**config.mk**
```make
export PLATFORM = sky130hd
export DESIGN_NAME = alu_sequencer
export DESIGN_NICKNAME = d
export VERILOG_FILES = /design/src/rtl/alu_sequencer.sv
export SDC_FILE = /design/constraint.sdc
export NUM_CORES = 1
export LEC_CHECK = 0
export ABC_AREA = 1
export ABC_CLOCK_PERIOD_IN_PS = 3000
export BUFFER_PORTS_ARGS = -buffer_cell sky130_fd_sc_hd__buf_2
export CAP_MARGIN = 20
export CELL_PAD_IN_SITES_DETAIL_PLACEMENT = 1
export CELL_PAD_IN_SITES_GLOBAL_PLACEMENT = 2
export CORE_MARGIN = 2
export CORE_UTILIZATION = 41
export DETAILED_ROUTE_END_ITERATION = 10
export PLACE_DENSITY = 0.86
export SETUP_SLACK_MARGIN = 0.2
export SLEW_MARGIN = 40
export SYNTH_ARGS = -nofsm -noshare
export SYNTH_HDL_FRONTEND = slang
export SYNTH_SLANG_ARGS = --single-unit
```
**constraint.sdc**
```tcl
create_clock -name clk -period 3 [get_ports clk]
set_input_delay 0.45 -clock clk [delete_from_list [all_inputs] [get_ports clk]]
set_output_delay 0.45 -clock clk [all_outputs]
set_load 0.01 [all_outputs]
```
**src/rtl/alu_sequencer.sv**
```systemverilog
// alu_sequencer: program memory, PC and FETCH/EXEC decoder feeding reg_file_alu.
// Optional STEP_MODE_EN: adds a step input and a WAIT state that gates every FETCH.
module alu_sequencer #(
  parameter int DEPTH   = 16,
  parameter int INSTR_W = 20,
  localparam int PW     = (DEPTH > 1) ? $clog2(DEPTH) : 1
) (
  input  logic               clk,
  input  logic               reset,
  input  logic               start,
`ifdef STEP_MODE_EN
  input  logic               step,
`endif
  input  logic               prog_we,
  input  logic [PW-1:0]      prog_addr,
  input  logic [INSTR_W-1:0] prog_data,
  input  logic [7:0]         alu_result,
  output logic [3:0]         RA1,
  output logic [3:0]         RA2,
  output logic [3:0]         WA,
  output logic               RegWrite,
  output logic               ALUSrc,
  output logic [1:0]         ALUControl,
  output logic [7:0]         imm,
  output logic               busy,
  output logic               done,
  output logic [PW-1:0]      pc
);

  typedef enum logic [1:0] {S_IDLE, S_FETCH, S_EXEC, S_WAIT} state_e;

`ifdef STEP_MODE_EN
  localparam state_e S_RUN = S_WAIT;
`else
  localparam state_e S_RUN = S_FETCH;
`endif

  localparam logic [3:0] OP_BZ   = 4'h9;
  localparam logic [3:0] OP_JMP  = 4'hA;
  localparam logic [3:0] OP_HALT = 4'hF;

  logic [INSTR_W-1:0] mem [DEPTH];

  state_e             state_q, state_d;
  logic [PW-1:0]      pc_q, pc_d;
  logic [INSTR_W-1:0] ir_q, ir_d;
  logic               zero_q, zero_d;
  logic               done_q, done_d;

  logic [3:0]    op;
  logic          is_alu, is_imm;
  logic [PW-1:0] target;

  assign op     = ir_q[19:16];
  assign is_alu = (op >= 4'h1) && (op <= 4'h8);
  assign is_imm = (op >= 4'h5) && (op <= 4'h8);
  assign target = ir_q[PW-1:0];

  assign RA1  = ir_q[11:8];
  assign RA2  = ir_q[3:0];
  assign WA   = ir_q[15:12];
  assign imm  = ir_q[7:0];
  assign busy = (state_q != S_IDLE);
  assign done = done_q;
  assign pc   = pc_q;

  always_ff @(posedge clk) begin
    if (prog_we && (state_q == S_IDLE)) mem[prog_addr] <= prog_data;
  end

  always_ff @(posedge clk or posedge reset) begin
    if (reset) begin
      state_q <= S_IDLE;
      pc_q    <= '0;
      ir_q    <= '0;
      zero_q  <= 1'b0;
      done_q  <= 1'b0;
    end else begin
      state_q <= state_d;
      pc_q    <= pc_d;
      ir_q    <= ir_d;
      zero_q  <= zero_d;
      done_q  <= done_d;
    end
  end

  always_comb begin
    state_d    = state_q;
    pc_d       = pc_q;
    ir_d       = ir_q;
    zero_d     = zero_q;
    done_d     = 1'b0;
    RegWrite   = 1'b0;
    ALUSrc     = 1'b0;
    ALUControl = '0;
    unique case (state_q)
      S_IDLE: begin
        if (start) begin
          state_d = S_RUN;
          pc_d    = '0;
          zero_d  = 1'b0;
        end
      end
      S_FETCH: begin
        ir_d    = mem[pc_q];
        state_d = S_EXEC;
      end
      S_EXEC: begin
        // R-type (op-1) and I-type (op-5) select the same low two bits.
        RegWrite   = is_alu;
        ALUSrc     = is_imm;
        ALUControl = is_alu ? 2'(op - 4'd1) : 2'b00;
        if (is_alu) zero_d = (alu_result == 8'h00);
        if (op == OP_HALT) begin
          state_d = S_IDLE;
          done_d  = 1'b1;
        end else begin
          state_d = S_RUN;
          if ((op == OP_JMP) || ((op == OP_BZ) && zero_q)) pc_d = target;
          else                                              pc_d = pc_q + PW'(1);
        end
      end
`ifdef STEP_MODE_EN
      S_WAIT: begin
        if (step) state_d = S_FETCH;
      end
`endif
      default: state_d = S_IDLE;
    endcase
  end

endmodule
```
### Word level (Yosys, flattened, before mapping)

Memories as Yosys holds them, arrays and structs flattened. A register that Yosys moved wholly into a read port is not among the register bits.
Index checks and enable logic that the tools add are counted.

* add/sub/neg operators: 2
* $lt $le $gt $ge: 3
* equal/unequal tests: 8
* mux-type cells: 18
* reductions and logical operators: 11

Operator list (count)
* $eq A4 B4 Y1 const B: 3
* $mux W4: 3
* $mux W1: 9
* $logic_not A8 Y1: 1
* $pmux W4 S2: 1
* $mux W2: 3
* $ne A2 B2 Y1 const B: 3
* $pmux W2 S3: 1
* $reduce_and A3 Y1: 2
* $add A4 B1 Y4 const B: 1
* $ge A4 B1 Y1 const B: 1
* $ge A4 B3 Y1 const B: 1
* $le A4 B4 Y1 const B: 1
* $logic_and A1 B1 Y1: 4
* $reduce_bool A2 Y1: 2
* $eq A2 B1 Y1 const B: 1
* $eq A2 B2 Y1 const B: 1
* $logic_not A2 Y1: 1
* $pmux W1 S2: 1
* $sub A2 B1 Y2 const B: 1
* $logic_or A1 B1 Y1: 1

* register bits: 8
* bits in writable memories: 320
* bits of input ports: 36
* memories kept: 1

Memory list
* mem: depth 16, bits a word 20, read ports 1, clocked after Yosys merged registers in 1, wr ports 1, line 42 `logic [INSTR_W-1:0] mem [DEPTH];`

### Depth between registers and ports, before layout

Gate-level depths: netlist of run 1.

* depth after elaboration: 6
* mapped depth: 12
* mapped depth without buffers: 9

### Worst setup path after synthesis of run 1

OpenSTA, ideal clock, no wires.

* path kind: register -> register
* from: reg state_q[1]
* to: mem mem[10][0], enable pin
* data arrival time: 1801 ps
* path slack: 803 ps
* stages on the path, launching flop included: 6
* path buffers: 0
* cells stage by stage: dfrtp_1 -> nor2_1 -> inv_1 -> nor2_1 -> nand3_1 -> nor2_1

* longest elaborated chain between the ends: 4

RTL lines
* start: declaration: line 44 `state_e state_q, state_d;`
* start signal: assignment: line 79 `state_q <= state_d;`
* $logic_not A2 Y1: line 68 `if (prog_we && (state_q == S_IDLE)) mem[prog_addr] <= prog_data;`
* $logic_and A1 B1 Y1: line 68
* $mux W1: line 68
* $mux W1 (not written as such): line 68
* end: declaration: line 42

Every way passes these cells.

### Worst setup path in the final report of run 1

* from: reg ir_q[16] (read register of mem)
* to: out ALUControl[1]

* longest elaborated chain between the ends: 4
* elaborated cells between the ends (all ways): 6
* classes of those cells: add/sub (1); order compare (2); mux (2); reduce/logical (1)

RTL lines
* start: declaration: line 46 `logic [INSTR_W-1:0] ir_q, ir_d;`
* $ge A4 B1 Y1 / $le A4 B4 Y1 (equally long branches): line 55 `assign is_alu = (op >= 4'h1) && (op <= 4'h8);`
* $logic_and A1 B1 Y1: line 55
* $mux W2 (*): line 112 `ALUControl = is_alu ? 2'(op - 4'd1) : 2'b00;`
* $mux W2 (*): line 96 `unique case (state_q)`
* end: declaration: line 23 `output logic [1:0] ALUControl,`

Every way passes the cells marked *; elsewhere a longest branch is shown, timed or not.

==> flow_summary_export.csv, run 1 <==
group,metric,value,unit
run_status,status,"finished with violations",
run_status,violations,"hold timing",
setup_path,worstSetupEndpointType,"output pin",
sta,fin_crit,2410,ps
clock_tree,cts_resized,0,
floorplanning,die_y,194,um
pwr,power_density,916,nW/um2
setup_path,required,2550,ps
synthesis,synth_area_leaders,"edfxtp_1 65%, nand2_1 13%, nand3_1 7.9%",
pwr,clock_power_share,33.7,%
route,drt-met1-wl,18500,um
route,drcViolationCount,0,
route,dr.max_layer_used,"met4",
placement,place_ws,764,ps
clock_tree,clockRootBuffer,"clkbuf_16",
grt,overflow,0,
route,first_pass_iters,5,
sta,slew_headroom,57.6,%
layout,fin_nets,1466,
sta,fin_tns_setup,0,ps
clock_tree,htreeDepth,2,
clock_tree,post-cts-setup-buffer-count,0,
sta,final_hold_viol_count,28,
hold_path,hold_path_class,"primary input to asynchronous set/reset pin",
placement,io_buffers,65,
route,postRouteWirelength,41900,um
clock_tree,tritoncts,"built",
setup_path,criticalPathCategory,"register to output pin",
clock_tree,cts_sinks,348,
pwr,p_leak,6.93,nW
synthesis,avgSynthCellArea,10.8,um2
placement,dpl.cell_count,1844,
layout,drive_above_1_share,12.8,%
sta,tightest_slew,636,ps
pwr,peakVddDrop,0.000442,V
sta,rsz0062_at_grt,"false",
sta,hold_ws,-36.1,ps
setup_path,critPathMaxFanout,5,
floorplanning,start_util,41.7,%
floorplanning,die-area,37700,um2
synthesis,ys_types,24,
route,drt-wirelength-per-cell,21.8,um
run,maxCapViolCount,0,
route,wl_met2,19800,um
route,ant_nets,0,
sta,setup_viol,0,
pwr,p_sw_share,35.0,%
pwr,p_seq_share,37.9,%
synthesis,netlist.top_cell.by_area,"edfxtp_1",
setup_path,start_kind,"register",
layout,syn_to_final_growth,13.8,%
synthesis,synthesis.nets,1419,
synthesis,yosys_warnings,0,
route,wl_met3,2490,um
pwr,intPower,10.0,mW
grt,grt_first_pass_wirelength,64200,um
clock_tree,cts_hold_buf,0,
clock_tree,cts_buffers,40,
sta,fin_skew,18.1,ps
route,via_count,10200,
synthesis,synth-seq-cells,348,
sta,max_clock_freq,415,MHz
sta,report.final.slew_viol_count,0,
layout,n_fill_cell,3887,
synthesis,postSynthCellCount,1378,
grt,grt_pass1_vias,10700,
layout,layout.cells.non_filler,1919,
grt,grt_max_degree,96,
floorplanning,die_w,194,um
floorplanning,pin_count,66,
placement,dp_hpwl,24800,um
clock_tree,insertion_delay,550,ps
pwr,power.switching,5.41,mW
placement,gp_congestion,0.805,
grt,antenna_found_initial,2,
sta,worst_slack,592,ps
floorplanning,rows,69,
synthesis,yosysSeqAreaShare,69.5,%
clock_tree,path_clk_slew,60,ps
synthesis,synth_top_area_share,64.8,%
route,via_per_inst,5.34,
floorplanning,core_area,35600,um2
grt,globalRouteTotalUtil,22.5,%
sta,min_period_over_period,80.3,%
setup_path,critPathArrivalTime,1960,ps
clock_tree,clockBufferDepth,3,
synthesis,syn_area,14800,um2
route,drtIter0Drc,798,
pwr,combinationalPowerShare,28.4,%
==> placed cells by master, fill, tap and decap left out, drive strengths merged, types with 5 or more instances in the layout <==
cell	count
nand2	523
nor2	31
clkinv	7
edfxtp	320
dfrtp	28
nand3	233
ha	5
buf	95
bufinv	7
inv	126
clkbuf	60
or2	9
==> power groups by stage <==
| stage | sequential, mW | combinational (mW) | clock, mW |
|---|---|---|---|
| global placement | 5.94 | 4.27 | 0 |
| CTS | 5.86 | 4.41 | 5.28 |
| finish | 5.86 | 4.39 | 5.20 |
| global route | 5.89 | 4.89 | 5.45 |
| floorplan | 5.80 | 3.11 | 0 |
| detailed placement | 5.96 | 4.36 | 0 |
==> Yosys cell counts (all sizes together) <==
master  number
dfrtp       28
clkbuf      11
nand3      233
clkinv       1
o31ai        1
nand4        1
o22ai        3
o21ai        3
nor2        31
xnor2        1
buf         79
a21oi        2
ha           5
inv        125
or2          9
edfxtp     320
nand2      523
nor4         2
==> state kept, by name (all words and copies together), names as in the netlist <==
| signal | cells |
|---|---|
| ir_q | 20 |
| pc | 4 |
| state_q | 2 |
| mem | 320 |
| done | 1 |
| zero_q | 1 |
==> cells by family after synthesis <==
| kind of cell | count (synthesis) | share of synthesized area [%] |
|---|---|---|
| XOR/XNOR | 1 | 0.0591 |
| adder cells (fa/ha/maj) | 5 | 0.422 |
| AND/OR/NAND/NOR | 799 | 22.4 |
| AO/OA/AOI/OAI | 9 | 0.346 |
| buffers and inverters | 216 | 7.25 |
| flip-flops | 348 | 69.5 |
==> per-stage QoR <==
step / total power [mW] / util, % / instance area [um2]
floorplan: 8.91 / - / 14800
global placement: 10.2 / 43.5 / 15500
detailed placement: 10.3 / 43.5 / 15500
CTS: 15.5 / 47.4 / 16900
global route: 16.2 / 47.4 / 16900
finish: 15.5 / 47.4 / 16900
==> metal layers <==
metal | vias to the layer above | global-route usage (%)
li1 | 4640 | -
met1 | 5230 | 30.9
met2 | 293 | 36.5
met3 | 75 | 4.00
met4 | 0 | 7.04
met5 | - | 0
==> worst max-delay path, cell delays in order, from the launching register on <==
cell and delay (ps):
dfrtp_1 540, inv_1 120, ha_1 250, nand3_1 90
nand3_1 140, nor2_1 130, buf_2 140
==> final cells by class <==
type | instances | area (um2) | share of cell area (%)
antenna | 1 | 2.50 | 0.0148
clock inverter | 14 | 250 | 1.48
inverter | 126 | 477 | 2.83
multi-input combinational | 814 | 3490 | 20.7
sequential | 348 | 10300 | 61.2
tap | 461 | 577 | 3.42
clock buffer | 60 | 1150 | 6.80
timing repair buffer | 95 | 613 | 3.63
==> path summary, 6_finish.rpt <==
check	from	endpoint	slack [ps]	depth (start not counted)
worst max-delay path	ir_q[16]	ALUControl[1]	590	6
worst min-delay path	reset	ir_q[7]	-40	2
worst max register to register	pc[0]	ir_q[5]	790	10
worst min register to register	ir_q[9]	ir_q[9]	480	2
max in group asynchronous	reset	pc[0]	2590	2
min in group clk	alu_result[5]	zero_q	180	4
(Power assumes the default switching activity.)
==> run 2: changes to the inputs <==
--- a/config.mk
+++ b/config.mk
@@ -6,15 +6,15 @@
 export NUM_CORES = 1
 export LEC_CHECK = 0
 export ABC_AREA = 1
-export ABC_CLOCK_PERIOD_IN_PS = 3000
+export ABC_CLOCK_PERIOD_IN_PS = 2200
 export BUFFER_PORTS_ARGS = -buffer_cell sky130_fd_sc_hd__buf_2
 export CAP_MARGIN = 20
 export CELL_PAD_IN_SITES_DETAIL_PLACEMENT = 1
 export CELL_PAD_IN_SITES_GLOBAL_PLACEMENT = 2
 export CORE_MARGIN = 2
-export CORE_UTILIZATION = 41
+export CORE_UTILIZATION = 37
 export DETAILED_ROUTE_END_ITERATION = 10
-export PLACE_DENSITY = 0.86
+export PLACE_DENSITY = 0.82
 export SETUP_SLACK_MARGIN = 0.2
 export SLEW_MARGIN = 40
 export SYNTH_ARGS = -nofsm -noshare
==> constraint.sdc (replaced) <==
create_clock -name clk -period 2.2 [get_ports clk]
set_input_delay 0.33 -clock clk [delete_from_list [all_inputs] [get_ports clk]]
set_output_delay 0.33 -clock clk [all_outputs]
set_load 0.01 [all_outputs]
==> run 2 against run 1 <==
Compared with the run above:
- the flow now finishes without violations
- sequential share of layout area decreased by 1.3 points
- setup slack got worse by 450 ps
- non-clock buffer count increased by 23
- die area increased by 11%
- final cell count increased by 4.2%
- count of clock-buffer cells in the layout decreased by 8
- worst hold slack improved by 110 ps
- critical path depth increased by 1
- clock skew decreased by 5.2 ps
- power increased by 34%
- critical endpoint unchanged
==> flow_summary_export.csv, run 2 (same netlist as run 1, synthesis figures left out) <==
group,metric,value,unit
pwr,combinationalPowerShare,31.0,%
layout,largest_register,"mem",
setup_path,crit_start,"ir_q[17]",
hold_path,min_path_cells,4,
layout,final_util,43.5,%
setup_path,start_kind,"register",
clock_tree,insertion_delay,530,ps
grt,grt_first_pass_wirelength,63700,um
sta,final_hold_viol_count,0,
floorplanning,die_y,204,um
run_status,status,"completed",
setup_path,path_buf_inv,3,
hold_path,min_from,"alu_result[6]",
setup_path,reg2reg_depth,6,
layout,layout_common_cells,"520 x nand2_1, 320 x edfxtp_1, 230 x nand3_1",
clock_tree,clockRootBuffer,"clkbuf_16",
grt,antenna_found_initial,0,
clock_tree,cts_buffers,39,
placement,dp_hpwl,26300,um
sta,fin_tns_setup,0,ps
sta,slew_headroom,53.6,%
pwr,p_leak,7.02,nW
route,first_pass_iters,5,
clock_tree,path_clk_slew,60,ps
route,via_per_inst,5.00,
route,ant_nets,0,
floorplanning,die-area,41700,um2
layout,drive_above_1_share,14.4,%
setup_path,cp_top_family,"flip-flops",
sta,min_period_over_period,93.6,%
clock_tree,tritoncts,"built",
setup_path,critPathArrivalTime,1730,ps
setup_path,critPathMaxFanout,4,
layout,syn_to_final_growth,16.2,%
sta,fin_crit,2060,ps
floorplanning,pin_count,66,
layout,multi_input_area,3560,um2
clock_tree,cts_sinks,348,
placement,dpl-instance-area,15800,um2
layout,final-seq-area,10300,um2
sta,setup_viol,0,
floorplanning,die_w,204,um
run,maxCapViolCount,0,
pwr,clock_power_share,30.9,%
sta,rsz0062_at_grt,"true",
grt,globalRouteTotalUtil,20.5,%
hold_path,hold_path_class,"primary input to register",
floorplanning,start_util,37.4,%
setup_path,r2r_start,"state_q[1]",
clock_tree,htreeDepth,2,
grt,grt_pass1_vias,10700,
route,via_count,9993,
pwr,peakVddDrop,0.000772,V
placement,gp_congestion,0.802,
route,postRouteWirelength,41600,um
setup_path,r2r_setup_slack,340,ps
layout,n_fill_cell,4357,
sta,tightest_slew,695,ps
layout,n_antenna_cell,0,
pwr,power_density,1200,nW/um2
setup_path,worstSetupEndpointType,"output pin",
floorplanning,core_area,39600,um2
sta,report.final.slew_viol_count,0,
layout,final_common_cell,"nand2_1",
setup_path,max_stage_delay,400,ps
setup_path,reg2reg_to,"mem[0][5]",
sta,fin_skew,13.0,ps
hold_path,min_to,"zero_q",
pwr,intPower,13.4,mW
pwr,power.switching,7.20,mW
route,drtIter0Drc,652,
route,drt-wirelength-per-cell,20.8,um
grt,grt_max_degree,84,
layout,largest_reg_flops,320,
floorplanning,rows,73,
setup_path,crit_chain,"inv_2 -> ha_4 -> inv_1 -> nand3_1 -> nand3_4 -> nor2_1 -> buf_2",
placement,io_buffers,65,
sta,max_clock_freq,486,MHz
pwr,p_sw_share,34.9,%
layout,fin_area,17200,um2
grt,overflow,0,
setup_path,required,1870,ps
layout,fin_nets,1488,
clock_tree,clockBufferDepth,3,
setup_path,criticalPathCategory,"register to output pin",
pwr,p_seq_share,38.1,%
route,drcViolationCount,0,
setup_path,critPathSlowestCell,"dfrtp_1",
-- run 2: how the worst max path moves through the flow --
stage / endpoint / slack, ps / cells after the start
floorplan: mem[10][0] / 3 / 5
global route: ALUControl[1] / 60 / 7
global placement: ir_q[1] / 330 / 10
finish: ALUControl[1] / 140 / 7
CTS: ALUControl[1] / 160 / 7
detailed placement: mem[10][9] / 260 / 6
-- run 2: repair_timing --
item	CTS	global route
setup endpoints to repair	23	168
pin swaps	3	3
hold endpoints to repair	28	0
resized for setup	12	10
buffers inserted	6	1
hold buffers	1	0
-- run 2: layout make-up --
type | count | share of cell area [%]
Sequential cell | 348 | 59.9
Tap cell | 525 | 3.81
Timing Repair Buffer | 118 | 5.71
Multi-Input combinational cell | 814 | 20.6
Inverter | 126 | 2.76
Clock buffer | 52 | 6.19
Clock inverter | 17 | 1.02
-- run 2: tightest hold or removal path, stage by stage --
cell and delay [ps]:
buf_2 80, nor4_1 30, nand3_1 60, a21oi_1 60
-- run 2: per-stage QoR --
stage          hold WS [ps]  cells  power (mW)  worst slack [ps]
2_1_floorplan           395   1378        12.1              2.61
3_3_place_gp            434   1923        14.1               325
3_5_place_dp            438   1923        14.2               260
4_1_cts                47.9   1999        20.8               156
5_1_grt                66.1   2000        21.8              56.5
6_report               71.7   2000        20.7               141
-- run 2: power groups by stage --
stage	logic [mW]	registers, mW	clock network, mW
global placement	6.08	8.00	0
detailed placement	6.17	8.02	0
finish	6.39	7.88	6.38
CTS	6.36	7.88	6.52
floorplan	4.24	7.91	0
global route	7.14	7.92	6.76
-- run 2: routing by layer --
metal	global-route usage, %	wire length, um
met1	26.9	18200
met2	35.7	20700
met3	2.84	1800
met4	5.31	826
met5	0	0
==> run 3: changes to the inputs <==
--- a/config.mk
+++ b/config.mk
@@ -15,6 +15,7 @@
 export CORE_UTILIZATION = 37
 export DETAILED_ROUTE_END_ITERATION = 10
 export PLACE_DENSITY = 0.82
+export RECOVER_POWER = 100
 export SETUP_SLACK_MARGIN = 0.2
 export SLEW_MARGIN = 40
 export SYNTH_ARGS = -nofsm -noshare
==> run 3 against run 2 <==
Compared with the run above:
- critical path depth unchanged
- wire length up 0.51%
- first-iteration DRC count up 5.4%
- combinational power down 2%
- clock skew about the same
- setup slack better by 7.2 ps
- power down 0.55%
- flip-flop and latch count unchanged
- die area unchanged
- global-route usage unchanged
- highest routed layer unchanged
==> flow_summary_export.csv, run 3 (same netlist as run 1, synthesis figures left out) <==
group,metric,value,unit
floorplanning,die-area,41700,um2
setup_path,critPathArrivalTime,1720,ps
route,drtIter0Drc,687,
layout,n_antenna_cell,0,
clock_tree,clockBufferDepth,3,
sta,setup_viol,0,
route,first_pass_iters,5,
layout,layout.cells.non_filler,2000,
layout,layout_common_cells,"520 x nand2_1, 320 x edfxtp_1, 232 x nand3_1",
sta,min_period_over_period,93.3,%
setup_path,max_stage_delay,400,ps
layout,syn_to_final_growth,14.9,%
layout,final_common_cell,"nand2_1",
placement,io_buffers,65,
pwr,p_leak,6.85,nW
setup_path,required,1870,ps
floorplanning,die_w,204,um
setup_path,r2r_start,"state_q[1]",
run,maxCapViolCount,0,
sta,fin_skew,13.1,ps
layout,largest_reg_flops,320,
setup_path,critPathMaxFanout,4,
setup_path,worstSetupEndpointType,"output pin",
run_status,status,"completed",
floorplanning,pin_count,66,
placement,dpl.cell_count,1923,
clock_tree,htreeDepth,2,
floorplanning,start_util,37.4,%
layout,drive_above_1_share,10.3,%
placement,dpl-instance-area,15800,um2
grt,antenna_found_initial,0,
grt,overflow,0,
grt,globalRouteTotalUtil,20.5,%
clock_tree,insertion_delay,530,ps
clock_tree,cts_buffers,39,
grt,grt_max_degree,84,
layout,n_fill_cell,4375,
route,postRouteWirelength,41800,um
sta,fin_crit,2050,ps
grt,grt_pass1_vias,10700,
pwr,peakVddDrop,0.000783,V
route,ant_nets,0,
layout,fin_area,17000,um2
route,drcViolationCount,0,
clock_tree,cts_sinks,348,
route,via_per_inst,5.02,
sta,max_clock_freq,487,MHz
layout,largest_register,"mem",
setup_path,criticalPathCategory,"register to output pin",
grt,grt_first_pass_wirelength,63700,um
floorplanning,core_area,39600,um2
setup_path,start_kind,"register",
route,drt-wirelength-per-cell,20.9,um
floorplanning,die_y,204,um
clock_tree,tritoncts,"built",
sta,slew_headroom,17.8,%
floorplanning,rows,73,
hold_path,hold_path_class,"primary input to register",
sta,rsz0062_at_grt,"true",
hold_path,min_from,"alu_result[4]",
sta,report.final.slew_viol_count,0,
route,via_count,10000,
sta,tightest_slew,1230,ps
setup_path,critPathSlowestCell,"dfrtp_1",
placement,dp_hpwl,26300,um
layout,fin_nets,1488,
setup_path,crit_chain,"inv_2 -> ha_4 -> inv_1 -> nand3_1 -> nand3_4 -> nor2_1 -> buf_2",
clock_tree,path_clk_slew,60,ps
sta,final_hold_viol_count,0,
sta,fin_tns_setup,0,ps
setup_path,crit_start,"ir_q[17]",
pwr,power_density,1210,nW/um2
placement,gp_congestion,0.802,
clock_tree,clockRootBuffer,"clkbuf_16",
[run 3: layout make-up]
class                   instances  area, um2  share of cell area [%]
clock buffers                  52       1070                    6.27
repair buffers                118        831                    4.88
flip-flops and latches        348      10300                    60.6
clock inverters                17        176                    1.04
inverters                     126        475                    2.79
well taps                     525        657                    3.86
multi-input cells             814       3510                    20.6
[run 3: routing by layer]
metal / part of all wire [%] / vias to the layer above / GRT usage [%]
li1: - / 4676 / -
met1: 43 / 5070 / 26.9
met2: 50 / 229 / 35.7
met3: 4.4 / 61 / 2.84
met4: 2.2 / 0 / 5.31
met5: 0 / - / 0
[run 3: final timing paths]
path,cells after the start,to,slack (ps)
max,7,ALUControl[1],150
max in group asynchronous,4,pc[0],1070
max reg2reg,6,mem[15][3],160
min reg2reg,2,ir_q[4],480
min,4,zero_q,70
min in group asynchronous,4,done,560
[run 3: per-stage QoR]
stage | hold slack [ps] | util, % | power, mW | setup slack [ps]
global placement | 434 | 40.0 | 14.1 | 325
detailed placement | 438 | 40.0 | 14.2 | 260
finish | 72.9 | 43.0 | 20.5 | 148
global route | 66.1 | 43.0 | 21.7 | 49.0
floorplan | 395 | - | 12.1 | 2.61
CTS | 47.9 | 43.3 | 20.8 | 156
[run 3: worst max-delay path, delay by kind of cell, from the launching register on]
| kind | cells | cell delay [ps] |
|---|---|---|
| flops | 1 | 400 |
| simple gates | 3 | 360 |
| fa+ha+maj | 1 | 140 |
| buf+inv | 3 | 300 |
[run 3: timing repair]
item,4_1_cts,5_1_grt
endpoints found under the setup margin,23,168
resized for setup,12,10
hold endpoints to repair,28,0
pin swaps,3,3
hold buffers,1,0
setup buffers,6,1
[run 3: power breakdown]
| part | internal (mW) | switching, mW | total, mW |
|---|---|---|---|
| combinational | 1.86 | 4.42 | 6.28 |
| sequential | 7.61 | 0.267 | 7.88 |
| clock | 3.86 | 2.52 | 6.38 |
